==> src/rtl/alu_issue_queue.sv <==
`timescale 1ns/1ps
// alu_issue_queue: command FIFO in front of an external 4-bit ALU.
// Accepts {opcode,a,b} commands, issues one per cycle to the ALU while
// enabled, tracks in-flight commands for ALU_LAT cycles and captures the
// ALU result together with the originating opcode.
// Ports:
//   clk, reset          : clock, synchronous active-high reset
//   enable              : permits issue from the queue
//   in_valid/in_ready   : command handshake; in_opcode, in_a, in_b payload
//   alu_reset           : ALU reset (combinational copy of reset)
//   alu_opcode/a/b      : registered ALU operands, zero when idle
//   alu_c               : ALU result
//   out_valid/out_c/out_opcode : one-cycle completion pulse + held result
//   busy                : queue non-empty or command in flight
//   done_count          : wrapping completion counter
module alu_issue_queue #(
    parameter int unsigned DEPTH   = 4,
    parameter int unsigned ALU_LAT = 1
) (
    input  logic       clk,
    input  logic       reset,
    input  logic       enable,
    input  logic       in_valid,
    output logic       in_ready,
    input  logic [1:0] in_opcode,
    input  logic [3:0] in_a,
    input  logic [3:0] in_b,
    output logic       alu_reset,
    output logic [1:0] alu_opcode,
    output logic [3:0] alu_a,
    output logic [3:0] alu_b,
    input  logic [4:0] alu_c,
    output logic       out_valid,
    output logic [4:0] out_c,
    output logic [1:0] out_opcode,
    output logic       busy,
    output logic [7:0] done_count
);

    localparam int unsigned PTR_W  = $clog2(DEPTH);
    localparam int unsigned CNT_W  = $clog2(DEPTH + 1);
    localparam int unsigned ENT_W  = 10;
    localparam int unsigned STAGES = ALU_LAT + 1;

    logic [ENT_W-1:0] mem [DEPTH];
    logic [PTR_W-1:0] wr_ptr;
    logic [PTR_W-1:0] rd_ptr;
    logic [CNT_W-1:0] count;
    logic [STAGES-1:0] trk_valid;
    logic [1:0]        trk_op [STAGES];
    logic              push;
    logic              pop;
    logic [ENT_W-1:0]  head;

    // Handshake and issue decisions depend on the registered count only,
    // so a freshly written entry cannot issue on the same edge.
    assign alu_reset = reset;
    assign in_ready  = (count < CNT_W'(DEPTH));
    assign push      = in_valid & in_ready;
    assign pop       = enable & (count != '0);
    assign head      = mem[rd_ptr];
    assign busy      = (count != '0) | (|trk_valid);

    // Entry storage; contents are don't-care until written.
    always_ff @(posedge clk) begin
        if (push && !reset) begin
            mem[wr_ptr] <= {in_opcode, in_a, in_b};
        end
    end

    // Pointers, occupancy, issue registers, in-flight tracker, capture.
    always_ff @(posedge clk) begin
        if (reset) begin
            wr_ptr     <= '0;
            rd_ptr     <= '0;
            count      <= '0;
            alu_opcode <= 2'b00;
            alu_a      <= 4'd0;
            alu_b      <= 4'd0;
            trk_valid  <= '0;
            for (int i = 0; i < int'(STAGES); i++) begin
                trk_op[i] <= 2'b00;
            end
            out_valid  <= 1'b0;
            out_c      <= 5'd0;
            out_opcode <= 2'b00;
            done_count <= 8'd0;
        end else begin
            if (push) begin
                wr_ptr <= wr_ptr + PTR_W'(1);
            end
            if (pop) begin
                rd_ptr <= rd_ptr + PTR_W'(1);
            end
            count <= count + CNT_W'(push) - CNT_W'(pop);

            if (pop) begin
                {alu_opcode, alu_a, alu_b} <= head;
            end else begin
                alu_opcode <= 2'b00;
                alu_a      <= 4'd0;
                alu_b      <= 4'd0;
            end

            // Tracker shifts every edge so in-flight work drains even when
            // issue is disabled.
            trk_valid <= {trk_valid[STAGES-2:0], pop};
            trk_op[0] <= pop ? head[ENT_W-1:ENT_W-2] : 2'b00;
            for (int i = 1; i < int'(STAGES); i++) begin
                trk_op[i] <= trk_op[i-1];
            end

            out_valid <= trk_valid[STAGES-1];
            if (trk_valid[STAGES-1]) begin
                out_c      <= alu_c;
                out_opcode <= trk_op[STAGES-1];
                done_count <= done_count + 8'd1;
            end
        end
    end

endmodule

==> config.mk <==
export PLATFORM = sky130hd
export DESIGN_NAME = alu_issue_queue
export DESIGN_NICKNAME = d
export VERILOG_FILES = /design/src/rtl/alu_issue_queue.sv
export SDC_FILE = /design/constraint.sdc
export NUM_CORES = 1
export LEC_CHECK = 0
export BUFFER_PORTS_ARGS = -buffer_cell sky130_fd_sc_hd__buf_2
export CORE_ASPECT_RATIO = 2
export CORE_MARGIN = 4
export CORE_UTILIZATION = 30
export DETAILED_ROUTE_END_ITERATION = 6
export PLACE_DENSITY = 0.51
export SLEW_MARGIN = 20
export SYNTH_ARGS = -nofsm -noshare
export SYNTH_HDL_FRONTEND = slang
export SYNTH_SLANG_ARGS = --single-unit
==> constraint.sdc <==
create_clock -name clk -period 2.4 [get_ports clk]
set_clock_uncertainty 0.15 [all_clocks]
set_input_delay 0.48 -clock clk [delete_from_list [all_inputs] [get_ports clk]]
set_output_delay 0.48 -clock clk [all_outputs]
set_load 0.01 [all_outputs]
==> impl_metrics.ini <==
[yosys]
yosys_most_used_dff = edfxtp_1
avgSynthCellArea_um2 = 15.6
netlist_area_mm2 = 0.00302
synth.ff_latch_count = 79
ys_seq_area_frac = 0.655
synth_edf_count = 40
ys_async_sr_fraction = 0
syn_inst = 194
syn_nets = 220
synth_cell_types = 32
ys_warn_count = 0

[global_routing]
grt_pass1_vias = 1799
grt_pass1_wl_um = 8860
grt_antenna_before_repair = 0
track_usage = 0.104
overflow = 0
grt_max_degree = 31

[power]
irDropWorstVdd_mv = 0.373
p_leak_nw = 1.42
power_density_mw_per_mm2 = 951

[placement]
dp_hpwl_um = 3890
portBuffers = 47
routabilityCongestion = 0.730
pre_cts_slack_ps = 217

[worst_hold_path]
hp-class = in -> reg

[worst_setup_path]
path_cells = o31ai_4 -> xnor2_1 -> ha_1 -> inv_1 -> fa_1 -> xnor2_1 -> xnor2_1 -> nor2_1
path_max_fanout = 5
cp_num_buf_inv = 1
crit_path_frequent_cell = xnor2_1
cp-start-kind = register
slowest_delay_ps = 370
cp_top_family = adder cells
cp_slowest_cell = dfxtp_1
endpoint_kind = register
crit_type = reg -> reg
critPathArrivalTime_ps = 2200
required_ps = 2470

[route]
wl_um = 5430
viasPerCell = 4.31
antenna_left = 0
dr_total_vias = 1658
dr.pass1.iters = 3
dr.first_iter.drc_count = 62
route.detailed.drc = 0
wl_per_cell_um = 14.1

[timing]
drv_slew = 0
setup_viol = 0
finalHoldViolCount = 0
fin_crit_sh = 0.889
setup_tns_ps = 0
fin_ws_ps = 266
worstMarginPinSlew_ps = 574
finalCriticalPeriod_ps = 2130
slew_headroom = 0.617
rsz0062_at_grt = false
fmax_ghz = 0.469

[clock_network]
path_clk_slew_ps = 60
cts_buffers = 9
cts_tree = built
clock_latency_ps = 340
cts_resized = 0
cts_sinks = 79
cts_root_buffer = clkbuf_16
cts_hold_buf = 0
htree_levels = 3
cts_setup_buffers = 0
clock_path_buffers = 2

[cells_and_area]
nets = 274
layout_common_cells = buf_2, edfxtp_1, dfxtp_1, nor2_1
drive_gt1_frac = 0.328
layout_commonest_cell = buf_2
area_growth_pct = 21.7
n_antenna_cell = 0

[run]
cap_violations = 0

[floorplanning]
chipWidth_um = 79.0
start_util = 0.308
core_area_mm2 = 0.00983
die_area_mm2 = 0.0118
io_pins = 48
row_count = 51
die_h_um = 150

[status]
outcome = finished clean
[metrics by stage]
step	hold WS (ps)	instance area [µm²]	power [mW]	utilization	std cells
finish	211	3680	3.50	0.374	385
global placement	298	3400	2.29	0.346	369
detailed placement	299	3400	2.30	0.346	369
CTS	200	3680	3.58	0.374	385
global route	202	3680	3.69	0.374	385
floorplan	289	3020	2.13	-	194
[flip-flops by register name, summed over array words and instances (netlist names), named ones only]
name / cells
trk_valid: 2
alu_a: 4
out_opcode: 2
alu_b: 4
trk_op: 2
out_c: 5
count: 3
mem: 40
rd_ptr: 2
out_valid: 1
done_count: 8
alu_opcode: 2
wr_ptr: 2
[logic make-up (layout without fill, tap and decap cells)]
kind of cell | Yosys count | in the layout | synth area share
DFF | 79 | 79 | 0.655
and+or+nand+nor | 56 | 56 | 0.119
muxes | 19 | 19 | 0.115
buffers and inverters | 15 | 74 | 0.0298
xor gates and xnor gates | 10 | 10 | 0.0290
AOI/OAI and AO/OA | 8 | 8 | 0.0199
adders and majority gates | 7 | 7 | 0.0314
[power breakdown]
group,switching (mW),leakage [nW],internal [mW]
sequential,0.117,0.680,1.55
clock,0.546,0.125,0.708
combinational,0.251,0.615,0.330
[Yosys cell counts (4+ instances only)]
library cell | n | area, µm²
and2_1 | 4 | 25.0
buf_2 | 4 | 20.0
mux2i_1 | 9 | 90.1
ha_1 | 6 | 75.1
xnor2_1 | 5 | 43.8
xor2_1 | 5 | 43.8
nor2b_4 | 9 | 124
dfxtp_1 | 39 | 781
nor2_1 | 22 | 82.6
nor2b_1 | 8 | 50.1
inv_1 | 4 | 15.0
mux4_1 | 9 | 236
edfxtp_1 | 40 | 1200
[path summary, 6_finish.rpt]
path / slack [ps] / depth (start not counted) / start / end
worst max register to register: 270 / 8 / count[2]$_SDFF_PP0_ / count[2]$_SDFF_PP0_
worst min register to register: 310 / 1 / alu_opcode[0]$_SDFF_PP0_ / trk_op[1][0]$_SDFF_PP0_
worst max-delay path: 270 / 8 / count[2]$_SDFF_PP0_ / count[2]$_SDFF_PP0_
worst min-delay path: 210 / 1 / in_opcode[0] / mem[1][8]$_DFFE_PP_
[area by class of cell]
| class | count | area, µm² |
|---|---|---|
| well taps | 132 | 165 |
| clock inverters | 7 | 56.3 |
| multi-input cells | 100 | 952 |
| fillers | 978 | 6150 |
| clock buffers | 9 | 225 |
| flip-flops and latches | 79 | 1980 |
| inverters | 5 | 18.8 |
| repair buffers | 53 | 280 |
[worst reg2reg max path, stage by stage, from the launching register on]
cell	delay, ps
dfxtp_1	370
o31ai_4	360
xnor2_1	180
ha_1	180
inv_1	50
fa_1	370
xnor2_1	180
xnor2_1	130
nor2_1	50
[per-layer routing]
metal	share of wire	GRT usage	routed length, µm
met1	0.36	0.0925	1930
met2	0.56	0.191	3040
met3	0.051	0.0349	276
met4	0.033	0.0680	180
met5	0	0	0
No activity file was read; power rests on OpenSTA's default activity.
